### src/rtl/calc_input_conditioner.sv
// -----------------------------------------------------------------------------
// calc_input_conditioner
//
// Front end of the calculator core. Synchronizes a raw, bouncing Enter button
// and raw operand/opcode slide switches, debounces the button with a four-state
// FSM, and emits one clean single-cycle Enter pulse per accepted press. The
// switch values are latched into NumIn/OpIn only on that pulse, so the core
// always samples stable data.
//
// Build option:
//   CALC_INPUT_REPEAT_EN  when defined, a button held in HELD auto-repeats:
//                         a pulse after REPEAT_DELAY cycles, then one every
//                         REPEAT_PERIOD cycles. When undefined no repeat logic
//                         exists and there is exactly one pulse per press.
//
// Parameters:
//   SYNC_STAGES      synchronizer depth on BtnRaw/SwNum/SwOp (>= 2)
//   DEBOUNCE_CYCLES  stable cycles needed to accept a press or release (>= 1)
//   REPEAT_DELAY     cycles in HELD before the first auto-repeat pulse
//   REPEAT_PERIOD    cycles between later auto-repeat pulses (>= 2)
//
// Ports:
//   clock   in   1  system clock, all logic on posedge
//   Reset   in   1  asynchronous, active-high reset
//   BtnRaw  in   1  raw Enter button (asynchronous, may bounce)
//   SwNum   in   8  raw operand switches (asynchronous)
//   SwOp    in   2  raw opcode switches (asynchronous)
//   Enter   out  1  one-cycle accept pulse to the core
//   NumIn   out  8  operand latched on the pulse, held until the next pulse
//   OpIn    out  2  opcode latched on the pulse, same timing as NumIn
//   Held    out  1  debounced button down (FSM in HELD or RELEASE_WAIT)
//
// Handshake: Enter is a valid strobe with no ready/backpressure. NumIn/OpIn
// are valid in the cycle Enter=1 and stay unchanged until the next Enter.
// Every Enter=1 cycle is followed by at least one Enter=0 cycle, so an
// edge detector in the core sees every pulse.
//
// The FSM state is kept in the named enum register state_q for observation.
// -----------------------------------------------------------------------------
module calc_input_conditioner #(
  parameter int SYNC_STAGES     = 2,
  parameter int DEBOUNCE_CYCLES = 1000,
  parameter int REPEAT_DELAY    = 50000,
  parameter int REPEAT_PERIOD   = 10000
) (
  input  logic       clock,
  input  logic       Reset,
  input  logic       BtnRaw,
  input  logic [7:0] SwNum,
  input  logic [1:0] SwOp,
  output logic       Enter,
  output logic [7:0] NumIn,
  output logic [1:0] OpIn,
  output logic       Held
);

  // ---------------------------------------------------------------------------
  // Elaboration-time parameter legality
  // ---------------------------------------------------------------------------
  if (SYNC_STAGES < 2) begin : g_bad_sync
    $error("SYNC_STAGES must be at least 2");
  end
  if (DEBOUNCE_CYCLES < 1) begin : g_bad_debounce
    $error("DEBOUNCE_CYCLES must be at least 1");
  end
  if (REPEAT_DELAY < 2) begin : g_bad_delay
    $error("REPEAT_DELAY must be at least 2");
  end
  if (REPEAT_PERIOD < 2) begin : g_bad_period
    $error("REPEAT_PERIOD must be at least 2");
  end

  // Debounce counter only ever reaches DEBOUNCE_CYCLES-1.
  localparam int CNT_W = (DEBOUNCE_CYCLES > 1) ? $clog2(DEBOUNCE_CYCLES) : 1;
  localparam logic [CNT_W-1:0] CNT_LAST = CNT_W'(DEBOUNCE_CYCLES - 1);

  typedef enum logic [1:0] {
    ST_IDLE         = 2'd0,
    ST_PRESS_WAIT   = 2'd1,
    ST_HELD         = 2'd2,
    ST_RELEASE_WAIT = 2'd3
  } state_t;

  // ---------------------------------------------------------------------------
  // Synchronizers: bit [0] is the first flop, bit [SYNC_STAGES-1] the output.
  // ---------------------------------------------------------------------------
  logic [SYNC_STAGES-1:0]      btn_sync;
  logic [SYNC_STAGES-1:0][7:0] num_sync;
  logic [SYNC_STAGES-1:0][1:0] op_sync;

  always_ff @(posedge clock or posedge Reset) begin
    if (Reset) begin
      btn_sync <= '0;
      num_sync <= '0;
      op_sync  <= '0;
    end else begin
      btn_sync <= {btn_sync[SYNC_STAGES-2:0], BtnRaw};
      num_sync <= {num_sync[SYNC_STAGES-2:0], SwNum};
      op_sync  <= {op_sync[SYNC_STAGES-2:0], SwOp};
    end
  end

  logic       btn_s;
  logic [7:0] num_s;
  logic [1:0] op_s;

  assign btn_s = btn_sync[SYNC_STAGES-1];
  assign num_s = num_sync[SYNC_STAGES-1];
  assign op_s  = op_sync[SYNC_STAGES-1];

  // ---------------------------------------------------------------------------
  // Debounce FSM
  // ---------------------------------------------------------------------------
  state_t           state_q, state_d;
  logic [CNT_W-1:0] cnt_q, cnt_d;
  logic             accept;

  always_ff @(posedge clock or posedge Reset) begin
    if (Reset) begin
      state_q <= ST_IDLE;
      cnt_q   <= '0;
    end else begin
      state_q <= state_d;
      cnt_q   <= cnt_d;
    end
  end

  // cnt is cleared on every state transition, so each wait state starts its
  // count at zero and the first sample that entered it is not counted.
  always_comb begin
    state_d = state_q;
    cnt_d   = cnt_q;
    accept  = 1'b0;
    unique case (state_q)
      ST_IDLE: begin
        if (btn_s) begin
          state_d = ST_PRESS_WAIT;
          cnt_d   = '0;
        end
      end
      ST_PRESS_WAIT: begin
        if (!btn_s) begin
          // Bounce during press: drop it without a pulse.
          state_d = ST_IDLE;
          cnt_d   = '0;
        end else if (cnt_q == CNT_LAST) begin
          state_d = ST_HELD;
          cnt_d   = '0;
          accept  = 1'b1;
        end else begin
          cnt_d = cnt_q + 1'b1;
        end
      end
      ST_HELD: begin
        if (!btn_s) begin
          state_d = ST_RELEASE_WAIT;
          cnt_d   = '0;
        end
      end
      ST_RELEASE_WAIT: begin
        if (btn_s) begin
          // Bounce during release: back to HELD, no new pulse.
          state_d = ST_HELD;
          cnt_d   = '0;
        end else if (cnt_q == CNT_LAST) begin
          state_d = ST_IDLE;
          cnt_d   = '0;
        end else begin
          cnt_d = cnt_q + 1'b1;
        end
      end
      default: begin
        state_d = ST_IDLE;
        cnt_d   = '0;
      end
    endcase
  end

  assign Held = (state_q == ST_HELD) || (state_q == ST_RELEASE_WAIT);

  // ---------------------------------------------------------------------------
  // Pulse source: press accept, plus auto-repeat when built in.
  // ---------------------------------------------------------------------------
  logic pulse;

`ifdef CALC_INPUT_REPEAT_EN
  localparam int REP_MAX = (REPEAT_DELAY > REPEAT_PERIOD) ? REPEAT_DELAY : REPEAT_PERIOD;
  localparam int REP_W   = (REP_MAX > 1) ? $clog2(REP_MAX) : 1;
  localparam logic [REP_W-1:0] REP_FIRST_LAST = REP_W'(REPEAT_DELAY - 1);
  localparam logic [REP_W-1:0] REP_NEXT_LAST  = REP_W'(REPEAT_PERIOD - 1);

  // rep_periodic_q is 0 until the first repeat of a HELD stay has fired; it
  // selects between the initial delay and the steady repeat period.
  logic [REP_W-1:0] rep_cnt_q, rep_cnt_d;
  logic             rep_periodic_q, rep_periodic_d;
  logic             rep_fire;
  logic [REP_W-1:0] rep_last;

  assign rep_last = rep_periodic_q ? REP_NEXT_LAST : REP_FIRST_LAST;

  always_ff @(posedge clock or posedge Reset) begin
    if (Reset) begin
      rep_cnt_q      <= '0;
      rep_periodic_q <= 1'b0;
    end else begin
      rep_cnt_q      <= rep_cnt_d;
      rep_periodic_q <= rep_periodic_d;
    end
  end

  // Counts only cycles spent in HELD with the button still down; any other
  // cycle (including the one leaving HELD) restarts the initial delay.
  always_comb begin
    rep_cnt_d      = rep_cnt_q;
    rep_periodic_d = rep_periodic_q;
    rep_fire       = 1'b0;
    if (state_q == ST_HELD && btn_s) begin
      if (rep_cnt_q == rep_last) begin
        rep_fire       = 1'b1;
        rep_cnt_d      = '0;
        rep_periodic_d = 1'b1;
      end else begin
        rep_cnt_d = rep_cnt_q + 1'b1;
      end
    end else begin
      rep_cnt_d      = '0;
      rep_periodic_d = 1'b0;
    end
  end

  assign pulse = accept | rep_fire;
`else
  assign pulse = accept;
`endif

  // ---------------------------------------------------------------------------
  // Registered outputs: switches are relatched only on a pulse.
  // ---------------------------------------------------------------------------
  always_ff @(posedge clock or posedge Reset) begin
    if (Reset) begin
      Enter <= 1'b0;
      NumIn <= '0;
      OpIn  <= '0;
    end else begin
      Enter <= pulse;
      if (pulse) begin
        NumIn <= num_s;
        OpIn  <= op_s;
      end
    end
  end

endmodule

### config.mk
export PLATFORM = sky130hd
export DESIGN_NAME = calc_input_conditioner
export DESIGN_NICKNAME = d
export VERILOG_FILES = /design/src/rtl/calc_input_conditioner.sv
export SDC_FILE = /design/constraint.sdc
export NUM_CORES = 1
export LEC_CHECK = 0
export CAP_MARGIN = 20
export CORE_MARGIN = 1.5
export CORE_UTILIZATION = 52
export CTS_BUF_LIST = sky130_fd_sc_hd__clkbuf_2
export DETAILED_ROUTE_END_ITERATION = 10
export GPL_TIMING_DRIVEN = 0
export HOLD_SLACK_MARGIN = 0.12
export PLACE_DENSITY = 0.8
export SKIP_CTS_REPAIR_TIMING = 1
export SLEW_MARGIN = 20
export SYNTH_ARGS = -nofsm -noshare
export SYNTH_HDL_FRONTEND = slang
export SYNTH_SLANG_ARGS = --single-unit
### constraint.sdc
create_clock -name clock -period 2 [get_ports clock]
set_input_delay 0.3 -clock clock [delete_from_list [all_inputs] [get_ports clock]]
set_output_delay 0.3 -clock clock [all_outputs]
set_load 0.01 [all_outputs]
==> metrics.txt, run 1 <==
status complete, no violations; worst path arrival time 2.15 ns; PD cells 822 nW/um2; cells after synthesis 118; Max Cap Viol 0; Simple-Gate Fraction of Synth Area 0.126; leakage 0.912 nW; skew final 0.0221 ns; DRC 0; XOR/XNOR share of the synthesized area 0.0162; Area growth, synth to finish 24.3%; Detail Route Antenna Nets 0; Initial DRC Count 19; io pins 25; Yosys top cell by area dfrtp_1; Worst setup EP type flop; Syn Nets approximately 130; Final Setup Violations 0; Synth Area in Compound Gates 0.0594; CP max FO 10; Post-Synth Adder-Cell Area 0.00771; RSZ-0062 raised after global routing false; n_diodes 0; Worst R2R Path Depth 6; Die Ht 58.9 um; r2r startpoint cnt_q[0]; register area 1130 um2; Hold Slack 0.307 ns; multi-input logic area about 470 um2; Chip Width 58.9 um; CTS clk-pin slew, worst paths 0.22 ns; yosys warns 0; Max Slew Vio Count 0; CP startpoint cnt_q[0]; Post-Layout Cell Count 186; vias in the first global route 1010; share of layout cells above drive strength 1 0.190; mux cell area share after synthesis 0.0763; largest family of logic cells by synthesized area simple AND/OR/NAND/NOR gates; worst setup path end NumIn[4]; Placed Area 1920 um2; register area share after synthesis 0.694; dpl hpwl around 1.7 mm; die area 3470 um2; vias per std cell 5.34; syn_area_per_cell 13.8 um2; GRT overflow 0; Max IR drop VDD roughly 0.65 mV; period utilisation layout 0.928; global-route wire length before repair 4.38 mm; min-delay worst type input pin to flop; CP required 2.29 ns; largest net degree at the start of global routing 39; FFs w/ async S/R, synth 1.00; wire per inst 13.4 um; CTS Sinks 45; min cycle time layout between 1.5 and 2 ns; final instance area 2020 um2; core area 3000 um2; total clock buffers created by CTS 5; post-synth top area share 0.694; fillcell total around 210; top_reg_cell synth dfrtp_1; gr usage total 0.176; initial antenna violation count 0; I/O Buffers 24; DRT Pass-1 Iters 4; Placed Cells 176; RR Endpoint NumIn[4]; Distinct cells, synth 33; total power 1.66 mW; H-tree Lvls 2; worst setup path category flop to flop; Via Count 993; HP Start SwNum[0]; Rows 20; Final #Nets between 150 and 200; Routability Congestion around 0.74; Synth area leaders dfrtp_1 69%, mux2_2 7.6%, nand2_1 3.5%, xor2_1 1.6%, o211ai_1 1.4%; Slew @ Worst Pin approximately 0.64 ns; Max-slew headroom 0.572; clock buffer depth 2; CTS tree yes; Yosys reg bits 45; Clock Latency Late Sink between 0.3 and 0.4 ns; flop2flop setup slack 0.14 ns; clock root buffer clkbuf_2; Hold Fails Final Rpt 0; Post-Route WL 2.50 mm; Syn Std Cell Area 1620 um2; Startpoint Class flop; Initial Util 0.540; Peak Freq 0.539 GHz; Post-synth EDFFs 0
==> cell type report <==
| class | count | area share |
|---|---|---|
| plain buffers | 4 | 0.0124 |
| clock buffers | 6 | 0.0149 |
| flip-flops and latches | 45 | 0.558 |
| multi-input cells | 67 | 0.233 |
| well taps | 33 | 0.0205 |
| repair buffers | 27 | 0.138 |
| clock inverters | 2 | 0.0192 |
| inverters | 2 | 0.00372 |
==> kinds of logic after synthesis <==
kind of cell	count (synthesis)
flops	45
mux	11
compound gates	14
simple gates	38
xor+xnor	3
fa+ha+maj	1
buf+inv	6
==> synth_stat cells, types with 2 or more instances <==
| library cell | instances |
|---|---|
| o211ai_1 | 3 |
| nor3b_1 | 2 |
| nor4_1 | 2 |
| nand2_1 | 15 |
| o21ai_1 | 4 |
| inv_1 | 2 |
| mux2_2 | 11 |
| dfrtp_1 | 45 |
| xor2_1 | 3 |
| nand4_1 | 2 |
| nand3_1 | 3 |
| or3_1 | 2 |
| and3_1 | 2 |
| buf_2 | 2 |
| nor2_1 | 2 |
==> power breakdown <==
| part | internal (mW) | total, mW | switching [mW] |
|---|---|---|---|
| logic | 0.0740 | 0.166 | 0.0918 |
| registers | 0.961 | 1.00 | 0.0386 |
| clock network | 0.219 | 0.492 | 0.273 |
==> metrics by stage <==
step / TNS [ns] / setup slack [ns] / utilization
6_report: 0 / 0.144 / 0.672
5_1_grt: 0 / 0.0117 / 0.672
4_1_cts: 0 / 0.0892 / 0.664
3_5_place_dp: 0 / 0.132 / 0.641
3_3_place_gp: -3.83 / -0.0864 / 0.634
2_1_floorplan: 0 / 0.328 / -
==> worst max-delay path, cell delays in order (launching register included) <==
cell and delay [ns]:
dfrtp_1 0.43, ha_1 0.21, nand4b_1 0.19, nor3_4 0.21, and4b_1 0.23, buf_6 0.16, mux2_2 0.34
==> routing by layer <==
layer / vias up / GRT usage / wire length [um]
li1: 481 / - / -
met1: 484 / 0.206 / 1080
met2: 23 / 0.289 / 1260
met3: 5 / 0.0769 / 127
met4: 0 / 0.0617 / 34
met5: - / 0 / 0
==> placed cells by master (no fill, tap or decap), types with 3 or more instances in the layout <==
cell type        instances
clkbuf_2                 6
xor2_1                   3
nand3_1                  3
mux2_2                  11
o211ai_1                 3
o21ai_1                  4
clkdlybuf4s50_1         24
nand2_1                 15
dfrtp_1                 45
==> flip-flops by register name, indices dropped and copies added (netlist names), named ones only <==
| name | count |
|---|---|
| state_q | 1 |
| num_sync | 8 |
| op_s | 2 |
| btn_sync | 2 |
| cnt_q | 10 |
| num_s | 8 |
| OpIn | 2 |
| NumIn | 8 |
| Enter | 1 |
| op_sync | 2 |
==> how the worst min path moves through the flow <==
stage | to | slack (ns) | cells after the start
after floorplan | btn_sync[1] | 0.33 | 0
after global placement | num_s[5] | 0.33 | 0
after detailed placement | num_s[0] | 0.33 | 0
after CTS | NumIn[3] | 0.07 | 2
after global routing | num_sync[0] | 0.25 | 1
final | num_sync[0] | 0.31 | 1
(Power assumes the default switching activity.)
==> inputs of run 2 (changes only) <==
clock period = 2.1 ns   (was 2 ns; I/O delays follow)
==> run 2 against run 1 <==
Against the previous run: critical path type unchanged; non-clock buffer count shrank 1; combinational power decreased by 14%; utilization shrank 0.46 points; design area down 0.68%; via count increased by 0.30%; critical path depth is the same.
==> metrics.txt, run 2 (synthesized netlist as in run 1, its figures left out) <==
Detail Route Antenna Nets 0; Post-Route WL 2.49 mm; min cycle time layout 1.90 ns; period utilisation layout 0.903; critical-path cell list ha_1 -> nand4b_1 -> nor3_2 -> and4b_1 -> buf_6 -> mux2_2; Final Setup Violations 0; Initial Util 0.540; Max Cap Viol 0; commonest non-fill, non-tap cell in the layout dfrtp_1; status complete, no violations; fillcell total slightly above 200; CTS Sinks 45; Max-slew headroom 0.585; vias in the first global route between 1k and 1.5k; min-delay worst type input pin to flop; Largest Register cnt_q; clock buffer depth 2; H-tree Lvls 2; Chip Width between 50 and 60 um; I/O Buffers 24; n_diodes 0; Seq pwr share 0.609; PD cells 783 nW/um2; vias per std cell 5.38; gr usage total 0.176; DRT Pass-1 Iters 4; Die Ht about 59 um; wire per inst 13.5 um; CP max stage cell dfrtp_1; total power 1.57 mW; Routability Congestion 0.742; initial antenna violation count 0; Via Count 996; share of layout cells above drive strength 1 0.184; Clock Power Share 0.300; GRT overflow 0; largest net degree at the start of global routing 39; worst setup path category flop to flop; Post-Layout Cell Count 185; clock root buffer clkbuf_2; io pins 25; Area growth, synth to finish 23.4%; dpl ws 0.232 ns; skew final around 0.024 ns; Finished Core Util 0.667; CP max FO 10; total clock buffers created by CTS 5; most frequent cells in the layout 45 x dfrtp_1, 24 x clkdlybuf4s50_1, 15 x nand2_1; Clock Latency Late Sink 0.40 ns; Worst path max stage delay 0.45 ns; dpl hpwl 1.74 mm; Slew @ Worst Pin 0.620 ns; CTS tree yes; P_sw 0.383 mW; DRC 0; die area ~3500 um2; Rows 20; switch share 0.244; CP required 2.39 ns; leakage 0.907 nW; Max Slew Vio Count 0; CTS clk-pin slew, worst paths about 0.22 ns; Placed Cells about 180; total negative setup slack 0 ns; Initial DRC Count 23; Logic pwr share 0.091; final instance area ~2000 um2; Startpoint Class flop; Final #Nets 165; Worst setup EP type flop; Largest register FFs 10; RSZ-0062 raised after global routing false; worst path arrival time 2.19 ns; Final WS setup 0.203 ns; global-route wire length before repair 4.38 mm; Int Pwr about 1.2 mW; Max IR drop VDD 0.622 mV; Placed Area around 1900 um2; Peak Freq 0.527 GHz; Hold Slack 0.319 ns; Hold Fails Final Rpt 0; core area 3000 um2
==> run 2: changes by cell type in the layout (fill, tap and decap cells not counted), sizes merged <==
cell / before / now
buf: 5 / 4
==> run 2: final cells by class <==
type	count	area [um2]	area share
Inverter	2	7.51	0.00375
Clock inverter	2	38.8	0.0194
Sequential cell	45	1130	0.562
Multi-Input combinational cell	67	464	0.232
Tap cell	33	41.3	0.0206
Clock buffer	6	30.0	0.0150
Timing Repair Buffer	26	270	0.135
Buffer	4	25.0	0.0125
==> run 2: path summary, 6_finish.rpt <==
path,from,end,slack [ns],depth (start not counted)
min reg2reg,num_sync[1],num_s[1],0.35,0
max reg2reg,cnt_q[0],NumIn[4],0.20,6
max,cnt_q[0],NumIn[4],0.20,6
max in group asynchronous,Reset,cnt_q[7],0.99,4
min in group asynchronous,Reset,num_s[0],0.66,3
min,SwNum[0],num_sync[0],0.32,1
==> run 2: critical path, delay by kind of cell (launching register included) <==
family	cells	cell delay (ns)
muxes	1	0.34
buffers and inverters	1	0.16
adders and majority gates	1	0.22
DFF	1	0.45
and+or+nand+nor	3	0.64
==> run 2: power groups by stage <==
stage | sequential (mW) | combinational [mW] | clock, mW
2_1_floorplan | 0.962 | 0.0901 | 0
3_3_place_gp | 0.966 | 0.131 | 0
3_5_place_dp | 0.970 | 0.143 | 0
4_1_cts | 0.954 | 0.144 | 0.490
5_1_grt | 0.964 | 0.160 | 0.524
6_report | 0.955 | 0.143 | 0.470
==> run 2: metal layers <==
layer	GRT usage	routed length [um]	vias up
li1	-	-	476
met1	0.206	1080	490
met2	0.289	1260	25
met3	0.0769	116	5
met4	0.0617	34	0
met5	0	0	-
